<file path="src/rtl/calc_pkg.sv">
// Shared types and defaults for the two-operand calculator sequencer.
package calc_pkg;

  localparam int DEF_OP_W = 4;
  localparam logic [2*DEF_OP_W-1:0] DEF_DIV0_CODE = 8'hFF;

  typedef enum logic [1:0] {
    OP_ADD,
    OP_SUB,
    OP_MUL,
    OP_DIV
  } op_e;

  typedef enum logic [1:0] {
    IDLE,
    EXEC,
    DONE
  } state_e;

  // press[0]=add, [1]=sub, [2]=mul, [3]=div; lower index wins.
  function automatic op_e pick_op(input logic [3:0] press);
    if (press[0])      return OP_ADD;
    else if (press[1]) return OP_SUB;
    else if (press[2]) return OP_MUL;
    else               return OP_DIV;
  endfunction

endpackage

</file>
<file path="src/rtl/calc_iter_unit.sv">
// Iterative engine: shift-add multiply and restoring divide, one bit per cycle over OP_W cycles.
module calc_iter_unit
  import calc_pkg::*;
#(
  parameter int OP_W = DEF_OP_W
) (
  input  logic                clk_i,
  input  logic                rst_i,
  input  logic                start_i,
  input  op_e                 op_i,
  input  logic [OP_W-1:0]     a_i,
  input  logic [OP_W-1:0]     b_i,
  output logic                valid_o,
  output logic [2*OP_W-1:0]   res_o
);

  localparam int RES_W = 2 * OP_W;
  localparam int CNT_W = (OP_W > 1) ? $clog2(OP_W) : 1;

  logic             run_q;
  logic [CNT_W-1:0] cnt_q;
  logic             is_div_q;
  logic [OP_W-1:0]  m_q;
  logic [RES_W-1:0] acc_q;

  logic [OP_W:0]    sum;
  logic [OP_W:0]    shifted;
  logic [OP_W:0]    trial;
  logic [RES_W-1:0] step;
  logic             last;

  // acc holds {partial product, multiplier} for mul and {remainder, quotient} for div.
  always_comb begin
    sum     = {1'b0, acc_q[RES_W-1:OP_W]} + (acc_q[0] ? {1'b0, m_q} : '0);
    shifted = {acc_q[RES_W-1:OP_W], acc_q[OP_W-1]};
    trial   = shifted - {1'b0, m_q};
    if (is_div_q) begin
      if (trial[OP_W]) step = {shifted[OP_W-1:0], acc_q[OP_W-2:0], 1'b0};
      else             step = {trial[OP_W-1:0],   acc_q[OP_W-2:0], 1'b1};
    end else begin
      step = {sum, acc_q[OP_W-1:1]};
    end
  end

  assign last    = (cnt_q == CNT_W'(OP_W - 1));
  assign valid_o = run_q && last;
  assign res_o   = step;

  always_ff @(posedge clk_i or posedge rst_i) begin
    if (rst_i) begin
      run_q <= 1'b0;
      cnt_q <= '0;
    end else if (start_i) begin
      run_q <= 1'b1;
      cnt_q <= '0;
    end else if (run_q) begin
      if (last) begin
        run_q <= 1'b0;
        cnt_q <= '0;
      end else begin
        cnt_q <= cnt_q + CNT_W'(1);
      end
    end
  end

  always_ff @(posedge clk_i) begin
    if (start_i) begin
      is_div_q <= (op_i == OP_DIV);
      m_q      <= (op_i == OP_DIV) ? b_i : a_i;
      acc_q    <= (op_i == OP_DIV) ? {{OP_W{1'b0}}, a_i} : {{OP_W{1'b0}}, b_i};
    end else if (run_q) begin
      acc_q <= step;
    end
  end

endmodule

</file>
<file path="src/rtl/calc_op_sequencer.sv">
// Calculator controller: edge-detects op requests, arbitrates, runs add/sub/mul/div, reports status.
// Define CALC_SYNC_EN to pass all inputs through 2-flop synchronizers.
module calc_op_sequencer
  import calc_pkg::*;
#(
  parameter int                  OP_W      = DEF_OP_W,
  parameter logic [2*OP_W-1:0]   DIV0_CODE = DEF_DIV0_CODE
) (
  input  logic                clk,
  input  logic                reset,
  input  logic [OP_W-1:0]     operand_a,
  input  logic [OP_W-1:0]     operand_b,
  input  logic                op_add,
  input  logic                op_sub,
  input  logic                op_mul,
  input  logic                op_div,
  output logic [2*OP_W-1:0]   result,
  output logic                busy,
  output logic                done,
  output logic                err
);

  localparam int RES_W = 2 * OP_W;

  logic [OP_W-1:0] a_s;
  logic [OP_W-1:0] b_s;
  logic [3:0]      req_s;

`ifdef CALC_SYNC_EN
  logic [OP_W-1:0] a_m_q, a_s_q, b_m_q, b_s_q;
  logic [3:0]      req_m_q, req_s_q;

  always_ff @(posedge clk or posedge reset) begin
    if (reset) begin
      a_m_q   <= '0;
      a_s_q   <= '0;
      b_m_q   <= '0;
      b_s_q   <= '0;
      req_m_q <= '0;
      req_s_q <= '0;
    end else begin
      a_m_q   <= operand_a;
      a_s_q   <= a_m_q;
      b_m_q   <= operand_b;
      b_s_q   <= b_m_q;
      req_m_q <= {op_div, op_mul, op_sub, op_add};
      req_s_q <= req_m_q;
    end
  end

  assign a_s   = a_s_q;
  assign b_s   = b_s_q;
  assign req_s = req_s_q;
`else
  assign a_s   = operand_a;
  assign b_s   = operand_b;
  assign req_s = {op_div, op_mul, op_sub, op_add};
`endif

  state_e           state_q, state_d;
  op_e              op_q, op_d, sel;
  logic [OP_W-1:0]  a_q, a_d, b_q, b_d;
  logic             div0_q, div0_d;
  logic [3:0]       hist_q, press;
  logic [RES_W-1:0] result_q, result_d;
  logic             err_q, err_d;
  logic             iter_start;
  logic             iter_valid;
  logic [RES_W-1:0] iter_res;

  assign press = req_s & ~hist_q;
  assign sel   = pick_op(press);

  calc_iter_unit #(.OP_W(OP_W)) u_iter (
    .clk_i   (clk),
    .rst_i   (reset),
    .start_i (iter_start),
    .op_i    (sel),
    .a_i     (a_s),
    .b_i     (b_s),
    .valid_o (iter_valid),
    .res_o   (iter_res)
  );

  always_comb begin
    state_d    = state_q;
    op_d       = op_q;
    a_d        = a_q;
    b_d        = b_q;
    div0_d     = div0_q;
    result_d   = result_q;
    err_d      = err_q;
    iter_start = 1'b0;
    case (state_q)
      IDLE: begin
        if (|press) begin
          state_d    = EXEC;
          op_d       = sel;
          a_d        = a_s;
          b_d        = b_s;
          err_d      = 1'b0;
          div0_d     = (sel == OP_DIV) && (b_s == '0);
          iter_start = (sel == OP_MUL) || ((sel == OP_DIV) && (b_s != '0));
        end
      end
      EXEC: begin
        case (op_q)
          OP_ADD: begin
            result_d = RES_W'(a_q) + RES_W'(b_q);
            state_d  = DONE;
          end
          OP_SUB: begin
            result_d = RES_W'(a_q) - RES_W'(b_q);
            state_d  = DONE;
          end
          default: begin
            if (div0_q) begin
              result_d = DIV0_CODE;
              err_d    = 1'b1;
              state_d  = DONE;
            end else if (iter_valid) begin
              result_d = iter_res;
              state_d  = DONE;
            end
          end
        endcase
      end
      DONE:    state_d = IDLE;
      default: state_d = IDLE;
    endcase
  end

  // History samples every cycle so a held request never retriggers.
  always_ff @(posedge clk or posedge reset) begin
    if (reset) begin
      state_q  <= IDLE;
      op_q     <= OP_ADD;
      div0_q   <= 1'b0;
      hist_q   <= '0;
      result_q <= '0;
      err_q    <= 1'b0;
    end else begin
      state_q  <= state_d;
      op_q     <= op_d;
      div0_q   <= div0_d;
      hist_q   <= req_s;
      result_q <= result_d;
      err_q    <= err_d;
    end
  end

  always_ff @(posedge clk) begin
    a_q <= a_d;
    b_q <= b_d;
  end

  assign result = result_q;
  assign busy   = (state_q == EXEC);
  assign done   = (state_q == DONE);
  assign err    = err_q;

endmodule

</file>
<file path="config.mk">
export PLATFORM = sky130hd
export DESIGN_NAME = calc_op_sequencer
export DESIGN_NICKNAME = d
export VERILOG_FILES = /design/src/rtl/calc_pkg.sv /design/src/rtl/calc_iter_unit.sv /design/src/rtl/calc_op_sequencer.sv
export SDC_FILE = /design/constraint.sdc
export NUM_CORES = 1
export LEC_CHECK = 0
export CAP_MARGIN = 20
export CELL_PAD_IN_SITES_DETAIL_PLACEMENT = 0
export CELL_PAD_IN_SITES_GLOBAL_PLACEMENT = 2
export CORE_MARGIN = 2
export CORE_UTILIZATION = 38
export CTS_CLUSTER_DIAMETER = 40
export DETAILED_ROUTE_END_ITERATION = 10
export GPL_TIMING_DRIVEN = 0
export PLACE_DENSITY_LB_ADDON = 0.15
export SYNTH_ARGS = -nofsm -noshare
export SYNTH_HDL_FRONTEND = slang
export SYNTH_SLANG_ARGS = --single-unit
</file>
<file path="constraint.sdc">
create_clock -name clk -period 2.7 [get_ports clk]
set_clock_uncertainty 0.15 [all_clocks]
set_input_delay 0.81 -clock clk [delete_from_list [all_inputs] [get_ports clk]]
set_output_delay 0.81 -clock clk [all_outputs]
set_load 0.005 [all_outputs]
</file>
==> results of run 1 <==
power by group through the flow:
stage / clock network [W] / registers, W / logic [W]
CTS: 0.000410 / 0.00116 / 0.00184
global route: 0.000436 / 0.00120 / 0.00204
global placement: 0 / 0.00117 / 0.00181
detailed placement: 0 / 0.00117 / 0.00180
floorplan: 0 / 0.00113 / 0.00129
finish: 0.000399 / 0.00116 / 0.00183
path summary, 6_finish.rpt:
kind,endpoint,slack [ps]
max reg2reg,result[4],110
min,result[2],350
min in group asynchronous,hist_q[0],800
min reg2reg,result[2],350
max in group asynchronous,div0_q,1110
max,u_iter.acc_q[4],90
Yosys cell counts, types with 2 or more instances:
cell type / number
a211oi_1: 2
a21o_1: 6
a21oi_1: 10
and2_1: 4
buf_2: 2
buf_6: 4
dfrtp_1: 21
edfxtp_1: 21
fa_1: 4
ha_1: 17
inv_1: 14
inv_2: 3
mux2_1: 6
mux2_2: 2
mux2i_1: 15
nand2_1: 14
nand2b_1: 9
nand3b_1: 2
nor2_1: 12
nor2b_1: 5
nor3_1: 5
o21ai_0: 4
o21ai_1: 8
o22a_1: 4
o22ai_1: 2
xnor2_1: 2
xor2_1: 3
final cells by class:
class                      count  area [sq um]  area share [%]
multi-input combinational    153          1220            41.2
sequential                    42          1160            39.2
timing repair buffer          26           268            9.08
tap                           77          96.3            3.27
clock buffer                   7          76.3            2.59
buffer                         7          67.6            2.29
inverter                      17          63.8            2.16
clock inverter                 1          6.26           0.212
cell families after synthesis:
| logic type | Yosys count |
|---|---|
| buffers and inverters | 24 |
| and+or+nand+nor | 56 |
| DFF | 42 |
| muxes | 23 |
| xor gates and xnor gates | 6 |
| AOI/OAI and AO/OA | 47 |
| adders and majority gates | 21 |
timing repair:
action                                  in CTS  in global routing
buffers inserted                             1                  1
endpoints found under the setup margin       8                 14
resized for setup                            2                  4
pin swaps                                    1                  1
registers in the layout, summed over array words and instances (netlist names):
| name | count |
|---|---|
| a_q | 4 |
| b_q | 4 |
| div0_q | 1 |
| err | 1 |
| hist_q | 4 |
| op_q | 2 |
| result | 8 |
| state_q | 2 |
| u_iter.acc_q | 8 |
| u_iter.cnt_q | 2 |
| u_iter.is_div_q | 1 |
| u_iter.m_q | 4 |
| u_iter.run_q | 1 |
layer usage:
metal  vias up  share of wire [%]  GRT usage (%)
met4         0               0.90           3.90
met2        29                 45           24.0
met3         4                3.7           3.70
li1        842                  -              -
met1       773                 51           22.4
met5         -                  0              0
through the flow:
| step | hold slack [ps] | total power [W] | setup slack (ps) |
|---|---|---|---|
| after global routing | 400 | 0.00367 | 5.42 |
| after detailed placement | 331 | 0.00298 | -512 |
| after floorplan | 327 | 0.00242 | 254 |
| after CTS | 356 | 0.00341 | 79.6 |
| after global placement | 335 | 0.00298 | -501 |
| final | 354 | 0.00339 | 85.6 |
worst min-delay path, cell delays in order, from the launching register on:
cell and delay [ps]:
dfrtp_1 360, nand2_1 50, o21ai_1 60
==> metrics, run 1 <==
Overall Global Routing Usage between 10% and 20%; Tmin final 2610 ps; post-synthesis cell count 219; Detail Route Antenna Nets 0; Adder-Cell Fraction of Synth Area roughly an eighth; RSZ-0062 raised after global routing no; Die ar. 0.00722 sq mm; Design Area, Final between 0.002 and 0.003 sq mm; GPL Wtd Cong ~0.74; area post-placement 0.00283 sq mm; ranking of synthesized cells by area edfxtp_1, dfrtp_1, ha_1, mux2i_1, fa_1; status finished, final reports clean; Final Max Slew Viols 0; Power Density around 1100 mW/mm^2; hold_sp result[2]; Net Count, Synth about 250; hold path cells 2; vias in the first global route 1693; crit path kind in2reg; #FFs+latches synth 42; sequential area share after synthesis around 46%; Final period util 96.8%; Worst Max-Slew Pin Slew between 700 and 800 ps; commonest non-fill, non-tap cell in the layout clkdlybuf4s50_1; total length of routed wires 5110 um; crit path from operand_b[2]; Slowest-stage cell, CP nor4_1; cells on worst reg2reg path 10; dpl cells between 300 and 400; Clk network pwr share between 10% and 20%; most frequent cells in the layout clkdlybuf4s50_1, edfxtp_1, dfrtp_1, ha_1, mux2i_1; yosys warns 0; initial DRC count 89; crit path buf inv count 2; multiplexer share of the synthesized area 9.65%; maximum vdd drop between 0.5 and 0.6 mV; cts bufs inserted 5; Final Hold Viols 0; CP endpoint kind register; # hold bufs at CTS 0; library cells used by synthesis 45; first-pass GRT wire length just under 9000 um; Comb pwr share a little over half; PortBufs 24; fin cells 330; wire per inst 15.5 um; setup TNS 0 ps; area added between synthesis and finish 18.5%; Residual DRC 0; area leader, netlist edfxtp_1; CP max stage delay between 400 and 500 ps; # fillers just over 600; crit path launch type input pin; crit-path leading delay family simple AND/OR/NAND/NOR gates; final core occ between 40 and 50%; 1st-pass router iterations 4; initial core utilization 39.2%; global route overflow 0; Die H about 85 um; Max clock buf depth 2; Synth async-reset ratio around 50%; core area 0.00635 sq mm; latest clock arrival within the worst-skew pair 300 ps; EDFF count, synth 21; DP Wirelength between 3000 and 4000 um; share of cells above drive strength 1 10.7%; diodes inserted 0; share of the synthesized area in the top cell type 25.3%; post-synthesis simple-gate area fraction a little under an eighth; Site Rows 29; root buf cell clkbuf_8; Worst Path Arrival ~2500 ps; P_sw approximately 0.0013 W; switching share of power 39.5%; Clock Sink Count 42; Via density 4.99; Pint around 0.0021 W; Main synth FF type edfxtp_1; syn avg cell area around 11 sq um; leakage power roughly 1.3 nW; number of I/O pins 25; HP Class reg2reg; die width between 80 and 90 um; max_slew headroom between 40% and 50%; max capacitance violation total 0; CTS tree yes; WP depth 6; worst endpoint required time approximately 2600 ps; Via Count about 1600; fmax ~380 MHz; Worst-path clk slew 80 ps; final setup fails 0; sequential fraction of design power roughly a third; Mapped Area about 0.0025 sq mm; post-synthesis compound-gate area fraction around an eighth; largest net degree at the start of global routing 22; nets around 290; Reg2Reg Launch Point u_iter.acc_q[3]; initial antenna violation count 0; Worst Path Max Fanout 8; crit path cell chain clkdlybuf4s50_1 -> nor4_1 -> a21o_1 -> nor2_4 -> buf_8 -> or2_4; Post-Synth XOR/XNOR Area roughly 2.9%; H-tree levels 2; combinational family with the most area after synthesis compound AO/OA/AOI/OAI gates
Power figures use the tool's default switching activity.
==> run 2: changes to the inputs <==
--- a/config.mk
+++ b/config.mk
@@ -9,7 +9,7 @@
 export CELL_PAD_IN_SITES_DETAIL_PLACEMENT = 0
 export CELL_PAD_IN_SITES_GLOBAL_PLACEMENT = 2
 export CORE_MARGIN = 2
-export CORE_UTILIZATION = 38
+export CORE_UTILIZATION = 35
 export CTS_CLUSTER_DIAMETER = 40
 export DETAILED_ROUTE_END_ITERATION = 10
 export GPL_TIMING_DRIVEN = 0
@@ -17,3 +17,4 @@
 export SYNTH_ARGS = -nofsm -noshare
 export SYNTH_HDL_FRONTEND = slang
 export SYNTH_SLANG_ARGS = --single-unit
+export TNS_END_PERCENT = 20
==> metrics, run 2 (synthesized netlist as in run 1, its figures left out) <==
status finished, final reports clean; Detail Route Antenna Nets 0; Clock Sink Count 42; crit path cell chain clkdlybuf4s50_1 -> nand2b_1 -> nand2_2 -> nor2_1 -> buf_2 -> mux2_1 -> mux2_2; maximum vdd drop approximately 0.52 mV; most frequent cells in the layout clkdlybuf4s50_1, edfxtp_1, dfrtp_1, ha_1; global route overflow 0; final setup fails 0; crit path kind in2reg; HP Class reg2reg; # fillers between 600 and 700; Tmin final approximately 2600 ps; Max clock buf depth 2; first-pass GRT wire length ~9000 um; PortBufs 24; Final Max Slew Viols 0; Die H between 80 and 90 um; nets between 200 and 300; vias in the first global route 1804; 1st-pass router iterations 4; area occupied by registers roughly 0.0012 sq mm; Worst-path clk slew around 80 ps; Site Rows 30; area of the multi-input gates roughly 0.0012 sq mm; number of I/O pins 25; Slowest-stage cell, CP clkdlybuf4s50_1; Die ar. just under 0.008 sq mm; share of cells above drive strength 1 between 10% and 20%; cts bufs inserted 5; RSZ-0062 raised after global routing no; CP endpoint kind register; crit path launch type input pin; Worst Path Arrival between 2000 and 2500 ps; CP max stage delay approximately 420 ps; DP Wirelength around 4100 um; initial antenna violation count 0; initial DRC count between 60 and 70; Final period util 96.0%; fmax about 390 MHz; CTS tree yes; worst endpoint required time between 2000 and 3000 ps; latest clock arrival within the worst-skew pair around 290 ps; Residual DRC 0; max capacitance violation total 0; Via Count approximately 1700; final core occ between 40 and 50%; H-tree levels 2; max_slew headroom 46.3%; Worst Path Max Fanout 10; area added between synthesis and finish 23.3%; # hold bufs at CTS 0; largest net degree at the start of global routing 22; initial core utilization 36.4%; GPL Wtd Cong 0.769; die width a little under 90 um; Final Hold Viols 0; commonest non-fill, non-tap cell in the layout clkdlybuf4s50_1; core area 0.00683 sq mm; total length of routed wires roughly 5400 um; Worst Max-Slew Pin Slew 805 ps; Design Area, Final slightly above 0.003 sq mm; Via density 4.69; diodes inserted 0; Overall Global Routing Usage ~15%; leakage power 1.31 nW; root buf cell clkbuf_8; area post-placement 0.00285 sq mm; Power Density ~1100 mW/mm^2; wire per inst about 15 um
run 2: worst max-delay path, delay by kind of cell:
family,cells,cell delay [ps]
mux,2,620
buf+inv,2,710
simple gates,3,350
run 2: repair_timing:
item / CTS / global route
pin swaps: 2 / 5
hold endpoints to repair: 0 / 0
gates resized for setup: 4 / 11
gates cloned: 0 / 1
setup endpoints to repair: 8 / 13
buffers inserted: 0 / 9
run 2: worst paths after layout:
path                                 start         endpoint  slack (ps)  depth (start not counted)
min in group asynchronous            reset        result[6]         820                          2
max                                 op_add  u_iter.acc_q[2]         110                          7
min                                    err              err         360                          1
max reg2reg                u_iter.acc_q[3]        result[4]         180                         10
max in group asynchronous            reset              err        1070                          2
min reg2reg                            err              err         360                          1
run 2: power breakdown:
part,leakage [nW],switching [W],internal [W]
sequential,0.454,0.000195,0.000972
clock,0.0395,0.000210,0.000184
combinational,0.821,0.000973,0.000975
run 2: through the flow:
stage	setup WS [ps]	hold slack (ps)	setup TNS, ps	power, W	instances
finish	107	359	0	0.00351	357
global route	14.5	376	0	0.00383	357
CTS	15.1	363	0	0.00341	347
detailed placement	-539	331	-6240	0.00299	339
global placement	-558	336	-6590	0.00299	339
floorplan	254	327	0	0.00242	219
run 2: final cells by class:
cell class	count	share of cell area, %
inverters	17	2.08
repair buffers	34	10.8
plain buffers	7	2.40
multi-input cells	153	40.5
flip-flops and latches	42	37.7
clock buffers	8	2.61
well taps	96	3.91
run 2: layer usage:
layer | wire, um | vias up | track usage [%]
met4 | 28 | 0 | 3.31
met1 | 2810 | 800 | 21.9
met2 | 2450 | 20 | 24.5
li1 | - | 852 | -
met5 | 0 | - | 0
met3 | 109 | 2 | 3.08
==> run 3: changes to the inputs <==
--- a/config.mk
+++ b/config.mk
@@ -14,6 +14,9 @@
 export DETAILED_ROUTE_END_ITERATION = 10
 export GPL_TIMING_DRIVEN = 0
 export PLACE_DENSITY_LB_ADDON = 0.15
+export SETUP_SLACK_MARGIN = 0.02
+export SKIP_CTS_REPAIR_TIMING = 1
+export SLEW_MARGIN = 20
 export SYNTH_ARGS = -nofsm -noshare
 export SYNTH_HDL_FRONTEND = slang
 export SYNTH_SLANG_ARGS = --single-unit
==> metrics, run 3 (synthesized netlist as in run 1, its figures left out) <==
Tmin final between 2000 and 3000 ps; Residual DRC 0; max_slew headroom 46.3%; diodes inserted 0; Worst Path Arrival about 2500 ps; Die H 88.3 um; CP max stage delay ~490 ps; Final Max Slew Viols 0; crit path launch type input pin; crit path kind in2reg; Worst Path Max Fanout 14; PortBufs 24; crit path buf inv count 2; Detail Route Antenna Nets 0; Via density 4.74; Clock Sink Count between 40 and 50; Final Hold Viols 0; root buf cell clkbuf_8; GPL Wtd Cong slightly below 0.8; Via Count around 1700; most frequent cells in the layout clkdlybuf4s50_1, edfxtp_1, dfrtp_1, ha_1; RSZ-0062 raised after global routing yes; 1st-pass router iterations 4; max capacitance violation total 0; Worst-path clk slew roughly 80 ps; vias in the first global route between 1500 and 2000; global route overflow 0; Final period util a little over nine tenths; dpl cells ~340; area added between synthesis and finish 20.6%; leakage power 1.27 nW; Power Density approximately 1200 mW/mm^2; status finished, final reports clean; first-pass GRT wire length between 9000 and 10000 um; Overall Global Routing Usage roughly 15%; final core occ between 40% and 50%; crit path cell chain clkdlybuf4s50_1 -> nor4_2 -> a21o_1 -> nor2_4 -> buf_12 -> or2_4; total length of routed wires ~5400 um; commonest non-fill, non-tap cell in the layout clkdlybuf4s50_1; fmax about 380 MHz; Die ar. between 0.007 and 0.008 sq mm; Design Area, Final around 0.0030 sq mm; wire per inst 15.3 um; fin cells 350; worst endpoint required time ~2600 ps; # fillers 694; latest clock arrival within the worst-skew pair approximately 290 ps; initial core utilization 36.4%; Max clock buf depth 2; Slowest-stage cell, CP clkdlybuf4s50_1; core area just under 0.007 sq mm; area post-placement roughly 0.0029 sq mm; number of I/O pins 25; H-tree levels 2; largest net degree at the start of global routing 22; nets between 200 and 300; crit-path leading delay family simple AND/OR/NAND/NOR gates; CTS tree yes; Worst Max-Slew Pin Slew slightly above 800 ps; HP Class reg2reg; share of cells above drive strength 1 a little over an eighth; Site Rows 30; Pwr Total 0.00346 W; cts bufs inserted 5; initial antenna violation count 0; CP endpoint kind register; initial DRC count 65; die width approximately 90 um; final setup fails 0; DP Wirelength 4150 um; maximum vdd drop approximately 0.51 mV
[run 3: cell type report]
type | instances | area (sq um) | area share, %
Buffer | 7 | 76.3 | 2.54
Clock buffer | 8 | 80.1 | 2.67
Inverter | 17 | 63.8 | 2.13
Multi-Input combinational cell | 153 | 1240 | 41.4
Sequential cell | 42 | 1160 | 38.5
Tap cell | 96 | 120 | 4.00
Timing Repair Buffer | 27 | 263 | 8.75
[run 3: final timing paths]
path | from | endpoint | slack (ps) | cells after the start
max | operand_b[2] | u_iter.acc_q[4] | 70 | 6
min | err | err | 360 | 1
max reg2reg | u_iter.acc_q[3] | result[4] | 180 | 10
min reg2reg | err | err | 360 | 1
max in group asynchronous | reset | err | 1080 | 2
min in group asynchronous | reset | result[6] | 820 | 2
[run 3: report_power, final]
part | total (W) | internal (W) | leakage [nW] | switching [W]
registers | 0.00117 | 0.000971 | 0.454 | 0.000196
clock network | 0.000397 | 0.000184 | 0.0395 | 0.000213
logic | 0.00189 | 0.000930 | 0.779 | 0.000963
[run 3: stage by stage]
step / TNS [ps] / worst slack, ps / hold slack (ps)
after floorplan: 0 / 254 / 327
after global placement: -6590 / -558 / 336
after detailed placement: -6240 / -539 / 331
after CTS: -1810 / -227 / 363
after global routing: 0 / 13.8 / 376
final: 0 / 72.1 / 359
[run 3: layer usage]
| metal | vias up | part of all wire, % | global-route usage, % |
|---|---|---|---|
| met4 | 0 | 0.63 | 3.31 |
| met1 | 788 | 53 | 21.9 |
| li1 | 839 | - | - |
| met5 | - | 0 | 0 |
| met3 | 5 | 2.2 | 3.08 |
| met2 | 26 | 44 | 24.5 |
